## src/rtl/board_io_bridge_pkg.sv

```systemverilog
// rtl/board_io_bridge_pkg.sv - IO bus field map shared by the board IO bridge
package board_io_bridge_pkg;

   localparam int LED_LSB      = 0;
   localparam int LED_WIDTH    = 10;
   localparam int HEX0_LSB     = 10;
   localparam int HEX1_LSB     = 17;
   localparam int HEX2_LSB     = 24;
   localparam int HEX3_LSB     = 31;
   localparam int HEX4_LSB     = 38;
   localparam int HEX5_LSB     = 45;
   localparam int HEX_WIDTH    = 7;
   localparam int HEX_COUNT    = 6;

   localparam int SW_LSB       = 0;
   localparam int SW_WIDTH     = 10;
   localparam int KEY_LSB      = 10;
   localparam int KEY_WIDTH    = 4;
   localparam int IO_IN_WIDTH  = 14;
   localparam int IO_OUT_WIDTH = 52;

   // Segment fields on the bus are lit-high; the board pins are lit-low.
   function automatic logic [HEX_WIDTH-1:0] hex_pins(input logic [IO_OUT_WIDTH-1:0] bus,
                                                     input int idx);
      return ~bus[HEX0_LSB + idx*HEX_WIDTH +: HEX_WIDTH];
   endfunction

endpackage

```

## src/rtl/board_io_bridge_debounce_bit.sv

```systemverilog
// rtl/board_io_bridge_debounce_bit.sv - two-flop synchronizer plus stability-count debouncer for one pin
module board_io_bridge_debounce_bit #(
   parameter int DEBOUNCE_CYCLES = 500000
) (
   input  logic clock,
   input  logic reset,
   input  logic raw,
   output logic filtered
);

   localparam int CW = (DEBOUNCE_CYCLES < 1) ? 1 : $clog2(DEBOUNCE_CYCLES + 1);
   localparam logic [CW-1:0] CNT_LAST = CW'(DEBOUNCE_CYCLES - 1);

   logic          meta_q;
   logic          sync_q;
   logic [CW-1:0] cnt;

   // Bring the asynchronous pin into the clock domain.
   always_ff @(posedge clock or negedge reset) begin
      if (!reset) begin
         meta_q <= 1'b0;
         sync_q <= 1'b0;
      end else begin
         meta_q <= raw;
         sync_q <= meta_q;
      end
   end

   // Accept a new level only after it has differed from the filtered value for DEBOUNCE_CYCLES clocks in a row.
   always_ff @(posedge clock or negedge reset) begin
      if (!reset) begin
         cnt      <= '0;
         filtered <= 1'b0;
      end else if (sync_q == filtered) begin
         cnt <= '0;
      end else if (cnt == CNT_LAST) begin
         filtered <= sync_q;
         cnt      <= '0;
      end else begin
         cnt <= cnt + 1'b1;
      end
   end

endmodule

```

## src/rtl/board_io_bridge.sv

```systemverilog
// rtl/board_io_bridge.sv - board pin bridge: debounced KEY/SW in, LED/HEX out (optional LED PWM: BOARD_IO_LED_PWM_EN)
module board_io_bridge
   import board_io_bridge_pkg::*;
#(
   parameter int DEBOUNCE_CYCLES = 500000,
   parameter int PWM_WIDTH       = 8,
   parameter int LED_DUTY        = 128
) (
   input  logic        clock,
   input  logic        reset,
   input  logic [3:0]  key_raw,
   input  logic [9:0]  sw_raw,
   output logic [13:0] io_input_bus,
   input  logic [51:0] io_output_bus,
   output logic [9:0]  led,
   output logic [6:0]  hex0,
   output logic [6:0]  hex1,
   output logic [6:0]  hex2,
   output logic [6:0]  hex3,
   output logic [6:0]  hex4,
   output logic [6:0]  hex5
);

   logic [IO_IN_WIDTH-1:0]  raw_vec;
   logic [IO_OUT_WIDTH-1:0] out_reg;
   logic [LED_WIDTH-1:0]    led_reg;

   // Keys are active-low on the board; flip them so pressed reads as 1 on the bus.
   assign raw_vec[KEY_LSB +: KEY_WIDTH] = ~key_raw;
   assign raw_vec[SW_LSB  +: SW_WIDTH]  = sw_raw;

   for (genvar i = 0; i < IO_IN_WIDTH; i++) begin : g_in
      board_io_bridge_debounce_bit #(
         .DEBOUNCE_CYCLES(DEBOUNCE_CYCLES)
      ) u_db (
         .clock    (clock),
         .reset    (reset),
         .raw      (raw_vec[i]),
         .filtered (io_input_bus[i])
      );
   end

   // Capture the core's output bus so the pins change cleanly one clock later.
   always_ff @(posedge clock or negedge reset) begin
      if (!reset) begin
         out_reg <= '0;
      end else begin
         out_reg <= io_output_bus;
      end
   end

   assign led_reg = out_reg[LED_LSB +: LED_WIDTH];

   assign hex0 = hex_pins(out_reg, 0);
   assign hex1 = hex_pins(out_reg, 1);
   assign hex2 = hex_pins(out_reg, 2);
   assign hex3 = hex_pins(out_reg, 3);
   assign hex4 = hex_pins(out_reg, 4);
   assign hex5 = hex_pins(out_reg, 5);

`ifdef BOARD_IO_LED_PWM_EN
   logic [PWM_WIDTH-1:0] pwm_cnt;
   logic                 pwm_on;

   // Free-running brightness counter; wraps naturally at its width.
   always_ff @(posedge clock or negedge reset) begin
      if (!reset) begin
         pwm_cnt <= '0;
      end else begin
         pwm_cnt <= pwm_cnt + 1'b1;
      end
   end

   assign pwm_on = (int'(pwm_cnt) < LED_DUTY);
   assign led    = led_reg & {LED_WIDTH{pwm_on}};
`else
   logic unused_pwm_cfg;

   assign unused_pwm_cfg = ^{PWM_WIDTH[0], LED_DUTY[0]};
   assign led            = led_reg;
`endif

endmodule

```

## config.mk

```make
export PLATFORM = sky130hd
export DESIGN_NAME = board_io_bridge
export DESIGN_NICKNAME = d
export VERILOG_FILES = /design/src/rtl/board_io_bridge_pkg.sv /design/src/rtl/board_io_bridge_debounce_bit.sv /design/src/rtl/board_io_bridge.sv
export SDC_FILE = /design/constraint.sdc
export NUM_CORES = 1
export LEC_CHECK = 0
export CAP_MARGIN = 20
export CORE_ASPECT_RATIO = 1.2
export CORE_MARGIN = 2
export CORE_UTILIZATION = 45
export CTS_CLUSTER_DIAMETER = 200
export CTS_CLUSTER_SIZE = 14
export DETAILED_ROUTE_END_ITERATION = 12
export HOLD_SLACK_MARGIN = 0.02
export PLACE_DENSITY = 0.67
export SYNTH_ARGS = -nofsm -noshare
export SYNTH_HDL_FRONTEND = slang
export SYNTH_HIERARCHICAL = 1
export SYNTH_SLANG_ARGS = --single-unit
```

## constraint.sdc

```tcl
create_clock -name clock -period 1.8 [get_ports clock]
set_input_delay 0.54 -clock clock [delete_from_list [all_inputs] [get_ports clock]]
set_output_delay 0.54 -clock clock [all_outputs]
set_load 0.02 [all_outputs]
```

# ---- After elaboration in Yosys (flattened, before gate mapping)
# Cells that the tools add are included.
dict set report word_totals {
  regBits 360
  input_bits 68
  elab_cells 162
}
dict set report op_classes {
  n_addsub 14
  n_eq_ne 28
  n_mux 28
  n_bitwise 21
  reduce_logical 14
}
# op n
set ops {}
lappend ops {{two-way mux 19 bit} 28}
lappend ops {{adder 19 x 1 -> 19 bit (second input constant)} 14}
lappend ops {{== test 19 bit (second input constant)} 14}
lappend ops {{inverter 7 bit} 6}
lappend ops {{AND reduction 2 bit} 14}
lappend ops {{== test 1 bit} 14}
lappend ops {{inverter 1 bit} 14}
lappend ops {{inverter 4 bit} 1}

# ---- Longest topological paths before layout
# Gate-level depths: netlist of run 1.
dict set report logic_depth {
  depth_word 3
  depth_mapped 5
}

# ---- Hierarchy
# Netlist of run 1, hierarchy kept.
# module instances cells_per_inst area_each_um2 seq_area_each_um2
set modules_own_cells {}
lappend modules_own_cells {board_io_bridge_debounce_bit 14 105 1079.8 550.5}
lappend modules_own_cells {board_io_bridge 1 108 1549.0 1301.2}

# ---- Worst setup path before layout of run 1
# OpenSTA, ideal clock, no wires.
dict set report synth_path {
  kind {register to register}
  start {reg g_in[0].u_db.cnt[0]}
  end {reg g_in[0].u_db.cnt[16]}
  setup_ns 0.078
  t_arrival_ns 1.791
  required_ns 1.722
  slack_ns -0.069
  path_stages_with_launch 6
  n_path_buf 0
  path_cell_list {dfrtp_1 > ha_1 > nand4_4 > or4_4 > or3_1 > a21oi_1}
}
dict set report synth_via {
  elab_chain_len 3
}
# element line_no
set synth_rtl {}
lappend synth_rtl {{start, declared} board_io_bridge_debounce_bit.sv:16} ;# logic [CW-1:0] cnt;
lappend synth_rtl {{start signal, assigned} board_io_bridge_debounce_bit.sv:40} ;# cnt <= cnt + 1'b1;
lappend synth_rtl {{adder 19 x 1 -> 19 bit / == test 19 bit (equally long branches)} {board_io_bridge_debounce_bit.sv:40, board_io_bridge_debounce_bit.sv:36}}
lappend synth_rtl {{two-way mux 19 bit *} board_io_bridge_debounce_bit.sv:36} ;# end else if (cnt == CNT_LAST) begin
lappend synth_rtl {{two-way mux 19 bit *} board_io_bridge_debounce_bit.sv:34} ;# end else if (sync_q == filtered) begin
# Mark *: on every way between the ends. The rest lies on a longest branch, timed or not.
# A chain may end at the register's enable or synchronous reset.

# ---- Worst setup path after layout of run 1
dict set report layout_path {
  start {reg g_in[6].u_db.cnt[10]}
  end {reg g_in[6].u_db.cnt[16]}
}
dict set report layout_via {
  elab_chain_len 3
}
# element line_no
set layout_rtl {}
lappend layout_rtl {{start, declared} board_io_bridge_debounce_bit.sv:16}
lappend layout_rtl {{start signal, assigned} board_io_bridge_debounce_bit.sv:40}
lappend layout_rtl {{adder 19 x 1 -> 19 bit / == test 19 bit (equally long branches)} {board_io_bridge_debounce_bit.sv:40, board_io_bridge_debounce_bit.sv:36}}
lappend layout_rtl {{two-way mux 19 bit *} board_io_bridge_debounce_bit.sv:36}
lappend layout_rtl {{two-way mux 19 bit *} board_io_bridge_debounce_bit.sv:34}
# Marked as above.

==> results of run 1 <==
## what timing repair did
action	in CTS	in global routing
setup buffers	1	11
hold buffers	1	0
resized for setup	241	109
endpoints found under the setup margin	80	258
cloned	0	5
hold endpoints to repair	19	0
pin swaps	2	62
## power by group
part	internal (mW)	switching (mW)	total (mW)
registers	8.26	0.133	8.39
logic	0.491	0.550	1.04
clock network	2.98	2.68	5.66
## critical path: cells and delay by family (launching register included)
family | cells | cell delay (ns)
buf+inv | 1 | 0.12
simple gates | 3 | 1.09
flops | 1 | 0.38
compound gates | 1 | 0.16
## cell usage after synthesis (24+ instances only)
master	number	area share [%]
nor3_1	56	1.7
a21oi_1	42	1.3
xnor2_1	182	9.6
buf_4	24	1.1
nand2_1	70	1.6
or3_1	28	1.1
dfrtp_1	360	54
nor4_1	70	2.6
nand3_1	98	2.9
xor2_1	28	1.5
inv_1	116	2.6
o21ai_0	28	0.84
nor2_1	266	6.0
nand4_1	56	2.1
## per-layer routing
metal	vias to the layer above	global-route usage (%)	share of wire, %
li1	6068	-	-
met1	6036	20.3	42
met2	159	31.0	53
met3	42	2.54	3.3
met4	0	4.34	1.5
met5	-	0	0
## cells in the final DEF, fill, tap and decap left out, types with 19 or more instances in the layout
cell type        Yosys  final
a21oi_1             42     29
xnor2_1            182    182
buf_4               24    202
nand2_1             70     70
o21ai_0             28     28
nand4_1             56     56
nor4_2              14     26
or3_1               28     20
clkbuf_16            0     29
nor2_1             266    264
nand3_1             98     94
nor3_1              56     56
clkdlybuf4s50_1      0     66
buf_2               14     58
nor4_1              70     46
inv_1              116    116
buf_6                0     19
xor2_1              28     28
dfrtp_1            360    355
## final timing paths
kind	start	end	slack, ns	cells after the start
min reg2reg	g_in[0].u_db/meta_q	g_in[0].u_db/sync_q	0.34	0
min	g_in[0].u_db/meta_q	g_in[0].u_db/sync_q	0.34	0
max in group asynchronous	reset	g_in[9].u_db/cnt[13]	0.69	4
max	g_in[6].u_db/cnt[10]	g_in[6].u_db/cnt[16]	-0.04	5
max reg2reg	g_in[6].u_db/cnt[10]	g_in[6].u_db/cnt[16]	-0.04	5
min in group asynchronous	reset	out_reg[34]	0.41	2
## layout make-up
| cell class | count | area (sq um) |
|---|---|---|
| flip-flops and latches | 360 | 9010 |
| repair buffers | 366 | 2960 |
| inverters | 116 | 435 |
| clock buffers | 29 | 726 |
| fillers | 3062 | 15400 |
| clock inverters | 2 | 38.8 |
| multi-input cells | 1064 | 7540 |
| well taps | 474 | 593 |
## logic make-up after synthesis
kind of cell	count (synthesis)	share of synthesized area, %
DFF	360	54.1
buffers and inverters	154	4.11
AOI/OAI and AO/OA	84	4.41
xor gates and xnor gates	210	11.0
muxes	28	1.79
adders and majority gates	14	1.05
and+or+nand+nor	728	23.5
==> impl_metrics.tcl, run 1 <==
set metrics [dict create \
    num_vias 12300 \
    status "finished with violations" \
    drv_slew 0 \
    largest_reg_flops 266 \
    path_class "reg2reg" \
    critical_path_arrival_ns 2.33 \
    syn_nets 1660 \
    power.total_mw 15.1 \
    crit_path_cell_trace "buf_6 -> nand4_1 -> or4_4 -> or3_4 -> a21oi_2" \
    diodes 0 \
    routed_wl_um 33200 \
    port_buffers 133 \
    layout-drive-gt1-share_pct 24.3 \
    clockBufferDepth 3 \
    worst_hold_path_type "reg2reg" \
    mappedNetlistArea_sq_um 16700 \
    dpl.hpwl_um 23700 \
    dp.cells 2362 \
    vias_per_cell 5.10 \
    maxCapViolations 0 \
    worstPathRequired_ns 2.28 \
    cp_slowest_stage_delay_ns 0.56 \
    ys_seq_area_share_pct 54.1 \
    async_flop_share_pct 100 \
    skew_ns 0.0117 \
    antenna_found_initial 0 \
    wl_per_cell_um 13.8 \
    hold_violations 0 \
    clock_latency_ns 0.56 \
    rsz0062_at_grt "true" \
    rows 77 \
    place_area_sq_um 20200 \
    max-vdd-ir-drop_mv 0.642 \
    finish.utilization_pct 58.0 \
    instances_no_fill 2411 \
    p_leak_nw 9.16 \
    clock_sinks 360 \
    numCtsBuffers 29 \
    htree_levels 1 \
    timing.slew.headroom_pct 71.1 \
    core-area_sq_um 36700 \
    cpMaxStageDelayCell "or4_4" \
    dp_slack_ns -0.0623 \
    grt-ovfl-total 0 \
    clkTransAtPathRegs_ns 0.07 \
    post-route-period-util_pct 102 \
    synth_edf_count 0 \
    start_util_pct 45.4 \
    violations "setup timing" \
    cp_max_fo 4 \
    ys_types 25 \
    p_per_area_nw_per_um2 708 \
    grt_pass1_vias 12600 \
    dr.pass1.iters 5 \
    netlist_instances 1578 \
    nets 2019 \
    place.gp.congestion 0.864 \
    ant_nets 0 \
    grt_pass1_wl_um 56300 \
    grt_max_degree 69 \
    fp.dieW_um 180 \
    ctsRootBufferMaster "clkbuf_16" \
    drt_iter0_markers 581 \
    end_kind "flop" \
    whs_ns 0.344 \
    max_freq_mhz 542 \
    worstMarginPinSlew_ns 0.431 \
    ioPinCount 134 \
    ys_ff_latch 360 \
    setup_viol 10 \
    grt_use_total_pct 16.8 \
    cts_tree "done" \
    drc 0 \
    avgSynthCellArea_sq_um 10.6 \
    dieArea_sq_um 38600 \
    fin_ws_ns -0.0439 \
    ys.flop_type "dfrtp_1" \
    finalSetupTns_ns -0.142 \
    start_kind "flop" \
    die_h_um 215 \
    area_growth_pct 27.8 \
    finalCriticalPeriod_ns 1.84 \
    finish.instance_area_sq_um 21300 \
    ys.warnings.count 6 \
]
(Power assumes the default switching activity.)
==> inputs of run 2 (changes only) <==
Settings changed: CORE_UTILIZATION 45 to 53, PLACE_DENSITY 0.67 to 0.77.
==> run 2 against run 1 <==
The run now ends clean. Core utilization is 11 points higher. Critical path depth rose by 1. Total power increased by 0.40%. Worst hold slack improved by 0.0044 ns. Via count grew 1.0%. Cell area increased by 0.32%. Combinational power is essentially flat. Largest power group unchanged.
==> impl_metrics.tcl, run 2 (synthesis results as in run 1) <==
set metrics [dict create \
    grt_pass1_wl_um 57000 \
    port_buffers 133 \
    setup_viol 0 \
    layout-drive-gt1-share_pct 25.0 \
    pwr-share-comb_pct 7.0 \
    multi_input_area_sq_um 7630 \
    htree_levels 1 \
    critical_path_arrival_ns 2.26 \
    grt_use_total_pct 20.2 \
    cpMaxStageDelayCell "dfrtp_1" \
    routed_wl_um 34100 \
    power.total_mw 15.1 \
    dpl.hpwl_um 23500 \
    p_per_area_nw_per_um2 709 \
    maxCapViolations 0 \
    place.gp.congestion 0.883 \
    wl_per_cell_um 14.6 \
    netSwitchingFraction_pct 22.5 \
    max_freq_mhz 556 \
    ctsRootBufferMaster "clkbuf_16" \
    layout_common_cells "dfrtp_1, nor2_1, buf_4, xnor2_1, inv_1" \
    rows 71 \
    ioPinCount 134 \
    status "finished, final reports clean" \
    routed.top_layer "met4" \
    hold_violations 0 \
    start_util_pct 53.4 \
    dr_wl_met2_um 18000 \
    fin_ws_ns 0.0000853 \
    largest_reg_flops 266 \
    dp_slack_ns -0.120 \
    fp.dieW_um 166 \
    cp_slowest_stage_delay_ns 0.39 \
    switchingPower_mw 3.42 \
    internal-power_mw 11.7 \
    end_kind "flop" \
    rsz0062_at_grt "true" \
    dieArea_sq_um 32900 \
    grt-ovfl-total 0 \
    vias_per_cell 5.31 \
    clock_sinks 360 \
    clockBufferDepth 3 \
    clock_latency_ns 0.58 \
    core-area_sq_um 31200 \
    clkTransAtPathRegs_ns 0.07 \
    wl_met3_um 1220 \
    numCtsBuffers 29 \
    seq_power_share_pct 55.4 \
    wl_met1_um 14100 \
    cp_max_fo 17 \
    drc 0 \
    nets 2020 \
    regArea_sq_um 9020 \
    power.share.clock_pct 37.6 \
    path_class "reg2reg" \
    dr.pass1.iters 5 \
    area_growth_pct 28.2 \
    finalCriticalPeriod_ns 1.80 \
    ant_nets 0 \
    antenna_found_initial 0 \
    final_common_cell "dfrtp_1" \
    post-route-period-util_pct 100 \
    grt_pass1_vias 12800 \
    grt_max_degree 53 \
    critPathTopFamily "simple AND/OR/NAND/NOR gates" \
    fill_cells 2285 \
    whs_ns 0.349 \
    drv_slew 0 \
    crit_path_cell_trace "nor4_2 -> nand4_1 -> buf_4 -> o41ai_4 -> buf_6 -> nor2_1" \
    worstPathRequired_ns 2.26 \
    worst_hold_path_type "reg2reg" \
    timing.slew.headroom_pct 71.0 \
    skew_ns 0.0252 \
    die_h_um 198 \
    p_leak_nw 9.18 \
    worstMarginPinSlew_ns 0.434 \
    num_vias 12400 \
    diodes 0 \
    drt_iter0_markers 593 \
    cts_tree "done" \
    max-vdd-ir-drop_mv 0.934 \
    cp.buffers_inverters 2 \
    start_kind "flop" \
]
## run 2: cell types whose count changed in the layout (fill, tap and decap cells not counted), sizes merged
cell           change
clkbuf             -1
clkdlybuf4s15     +12
dlygate4sd2        +1
buf               -11
## run 2: worst reg2reg max path, cell delays in order, from the launching register on
cell and delay, ns:
dfrtp_1 0.39, nor4_2 0.33, nand4_1 0.15, buf_4 0.18, o41ai_4 0.34, buf_6 0.21, nor2_1 0.07
## run 2: final cells by class
class	instances	area share, %
Sequential cell	360	42.2
Clock inverter	2	0.181
Inverter	116	2.04
Multi-Input combinational cell	1064	35.7
Clock buffer	29	3.40
Timing Repair Buffer	367	14.2
Tap cell	401	2.35
## run 2: timing repair
action                                 CTS  global route
pin swaps                               10            76
endpoints found under the hold margin   30             0
buffers inserted                         6            18
hold buffers                             1             0
setup endpoints to repair               99           264
gates cloned                             1             3
resized for setup                      221           126
## run 2: layer usage
layer	track usage, %	vias to the layer above
met5	0	-
met4	6.12	0
met3	3.14	52
met2	37.8	207
met1	23.8	6110
li1	-	6062
## run 2: worst paths after layout
kind | endpoint | start | slack [ns] | cells after the start
min | g_in[9].u_db/sync_q | g_in[9].u_db/meta_q | 0.35 | 0
max | g_in[11].u_db/cnt[8] | g_in[11].u_db/cnt[9] | 0.00009 | 6
min reg2reg | g_in[9].u_db/sync_q | g_in[9].u_db/meta_q | 0.35 | 0
min in group asynchronous | g_in[0].u_db/cnt[6] | reset | 0.50 | 2
max reg2reg | g_in[11].u_db/cnt[8] | g_in[11].u_db/cnt[9] | 0.00009 | 6
max in group asynchronous | g_in[7].u_db/cnt[1] | reset | 0.66 | 3
## run 2: power by group through the flow
| stage | Sequential (mW) | Combinational, mW | Clock (mW) |
|---|---|---|---|
| after floorplan | 8.51 | 0.461 | 0 |
| after global placement | 8.54 | 1.03 | 0 |
| after detailed placement | 8.55 | 1.06 | 0 |
| after CTS | 8.40 | 1.05 | 5.91 |
| after global routing | 8.41 | 1.18 | 6.18 |
| final | 8.40 | 1.06 | 5.69 |
## run 2: metrics by stage
stage | instances | instance area [sq um] | TNS [ns] | util [%]
2_1_floorplan | 1578 | 16800 | 0 | -
3_3_place_gp | 2279 | 20100 | -0.00980 | 64.4
3_5_place_dp | 2279 | 20100 | -0.273 | 64.4
4_1_cts | 2318 | 20900 | 0 | 67.0
5_1_grt | 2339 | 21400 | -3.51 | 68.5
6_report | 2339 | 21400 | 0 | 68.5
==> inputs of run 3 (changes only) <==
Settings changed: CORE_MARGIN 2 to 10.
==> run 3 against run 2 <==
The run now ends with setup timing left. Cell count up 0.43%. Combinational power is essentially flat. Global-route usage is 2.5 points lower. Via count grew 1.8%. Highest routed layer unchanged.
==> impl_metrics.tcl, run 3 (synthesis results as in run 1) <==
set metrics [dict create \
    finish.utilization_pct 68.2 \
    worstMarginPinSlew_ns 0.488 \
    cpMaxStageDelayCell "dfrtp_1" \
    dr.pass1.iters 5 \
    hold_violations 0 \
    max_freq_mhz 551 \
    skew_ns 0.0147 \
    switchingPower_mw 3.38 \
    grt_max_degree 75 \
    htree_levels 1 \
    start_util_pct 53.4 \
    p_leak_nw 9.19 \
    num_vias 12700 \
    cp_max_fo 2 \
    ctsRootBufferMaster "clkbuf_16" \
    internal-power_mw 11.7 \
    largest_reg_flops 266 \
    power.share.clock_pct 37.4 \
    reg2reg_slack_ns -0.02 \
    port_buffers 133 \
    post-route-period-util_pct 101 \
    grt_use_total_pct 17.6 \
    routed_wl_um 35600 \
    setup_viol 1 \
    final_common_cell "dfrtp_1" \
    netSwitchingFraction_pct 22.3 \
    place_area_sq_um 20200 \
    rsz0062_at_grt "true" \
    drc 0 \
    vias_per_cell 5.39 \
    p_per_area_nw_per_um2 711 \
    area_growth_pct 27.6 \
    finalCriticalPeriod_ns 1.82 \
    clock_sinks 360 \
    nets 2030 \
    hp-start "g_in[4].u_db/meta_q" \
    status "finished with violations" \
    layout-drive-gt1-share_pct 24.6 \
    layout_common_cells "dfrtp_1, nor2_1, buf_4, xnor2_1, inv_1" \
    path_class "reg2reg" \
    cts_tree "done" \
    finish.instance_area_sq_um 21300 \
    clock_latency_ns 0.57 \
    timing.rr.start "g_in[9].u_db/cnt[9]" \
    grt_pass1_wl_um 60100 \
    pwr-share-comb_pct 7.1 \
    max-vdd-ir-drop_mv 0.735 \
    maxCapViolations 0 \
    ant_nets 0 \
    timing.slew.headroom_pct 67.3 \
    wl_per_cell_um 15.2 \
    antenna_found_initial 0 \
    violations "setup timing" \
    drt_iter0_markers 623 \
    numCtsBuffers 29 \
    start_kind "flop" \
    clockBufferDepth 3 \
    die_h_um 214 \
    core-area_sq_um 31200 \
    critical_path_arrival_ns 2.26 \
    fin_ws_ns -0.0152 \
    worstPathRequired_ns 2.24 \
    cp_slowest_stage_delay_ns 0.39 \
    worst_hold_path_type "reg2reg" \
    diodes 0 \
    end_kind "flop" \
    grt_pass1_vias 13100 \
    path_common_cell "nor4_2" \
    min_delay_path_depth 0 \
    cp.buffers_inverters 1 \
    grt-ovfl-total 0 \
    rr_worst_depth 5 \
    seq_power_share_pct 55.5 \
    drv_slew 0 \
    critPathTopFamily "simple AND/OR/NAND/NOR gates" \
    dpl.hpwl_um 25500 \
    clkTransAtPathRegs_ns 0.07 \
    place.gp.congestion 0.902 \
    fp.dieW_um 182 \
    critPathLaunch "g_in[9].u_db/cnt[9]" \
    min_to "g_in[4].u_db/sync_q" \
    crit_path_cell_trace "nor4_2 -> nand4_1 -> nor4_2 -> buf_4 -> mux2_2" \
    reg2reg_to "g_in[9].u_db/filtered" \
    dieArea_sq_um 39000 \
    ioPinCount 134 \
    rows 71 \
]
run 3: cell types whose count changed in the layout (fill, tap and decap cells not counted), moves of 4 or more:
cell             previous run  this run
buf_2                      45        56
nor2_1                    253       264
clkdlybuf4s15_2            14         6
nor2_2                      9         2
buf_4                     209       215
nor2_4                      4         0
nor4_1                     44        48
or3_1                      17        21
or3_4                      11         7
run 3: cell type report:
cell class / instances / area, sq um
Clock buffer: 29 / 726
Clock inverter: 2 / 38.8
Fill cell: 2274 / 9910
Inverter: 116 / 435
Multi-Input combinational cell: 1064 / 7500
Sequential cell: 360 / 9020
Tap cell: 401 / 502
Timing Repair Buffer: 377 / 3050
run 3: worst max path at each step:
stage | end | slack, ns | cells past startpoint
2_1_floorplan | g_in[0].u_db/cnt[13] | 0.04 | 5
3_3_place_gp | g_in[6].u_db/filtered | 0.007 | 4
3_5_place_dp | g_in[6].u_db/filtered | -0.06 | 4
4_1_cts | led[1] | 0.0002 | 1
5_1_grt | g_in[3].u_db/cnt[12] | -0.08 | 6
6_report | g_in[9].u_db/filtered | -0.02 | 5
run 3: routing by layer:
layer	track usage [%]	vias to the layer above	wire length, um
met5	0	-	0
met4	4.91	0	690
met3	4.12	55	1960
met2	32.3	236	19200
met1	19.9	6276	13800
li1	-	6088	-
run 3: what timing repair did:
action	4_1_cts	5_1_grt
resized for setup	238	102
pin swaps	4	67
endpoints found under the hold margin	20	0
hold buffers	1	0
gates cloned	0	7
buffers inserted	1	16
setup endpoints to repair	96	240
run 3: stage by stage:
stage	cells	setup TNS, ns	hold WS (ns)	setup slack, ns	total power [mW]
2_1_floorplan	1578	0	0.244	0.0432	8.97
6_report	2349	-0.0152	0.345	-0.0152	15.1
5_1_grt	2349	-2.80	0.346	-0.0758	15.7
3_3_place_gp	2293	0	0.332	0.00703	9.59
4_1_cts	2326	0	0.342	0.000173	15.3
3_5_place_dp	2293	-0.305	0.336	-0.0601	9.63
run 3: power groups by stage:
| stage | sequential, mW | combinational, mW | clock [mW] |
|---|---|---|---|
| 3_5_place_dp | 8.55 | 1.09 | 0 |
| 4_1_cts | 8.40 | 1.06 | 5.83 |
| 6_report | 8.40 | 1.07 | 5.65 |
| 2_1_floorplan | 8.51 | 0.461 | 0 |
| 3_3_place_gp | 8.54 | 1.05 | 0 |
| 5_1_grt | 8.41 | 1.20 | 6.13 |
run 3: worst register-to-register path, delay by kind of cell, from the launching register on:
kind                   cells  cell delay [ns]
DFF                        1             0.39
muxes                      1             0.32
and+or+nand+nor            3             0.84
buffers and inverters      1             0.16
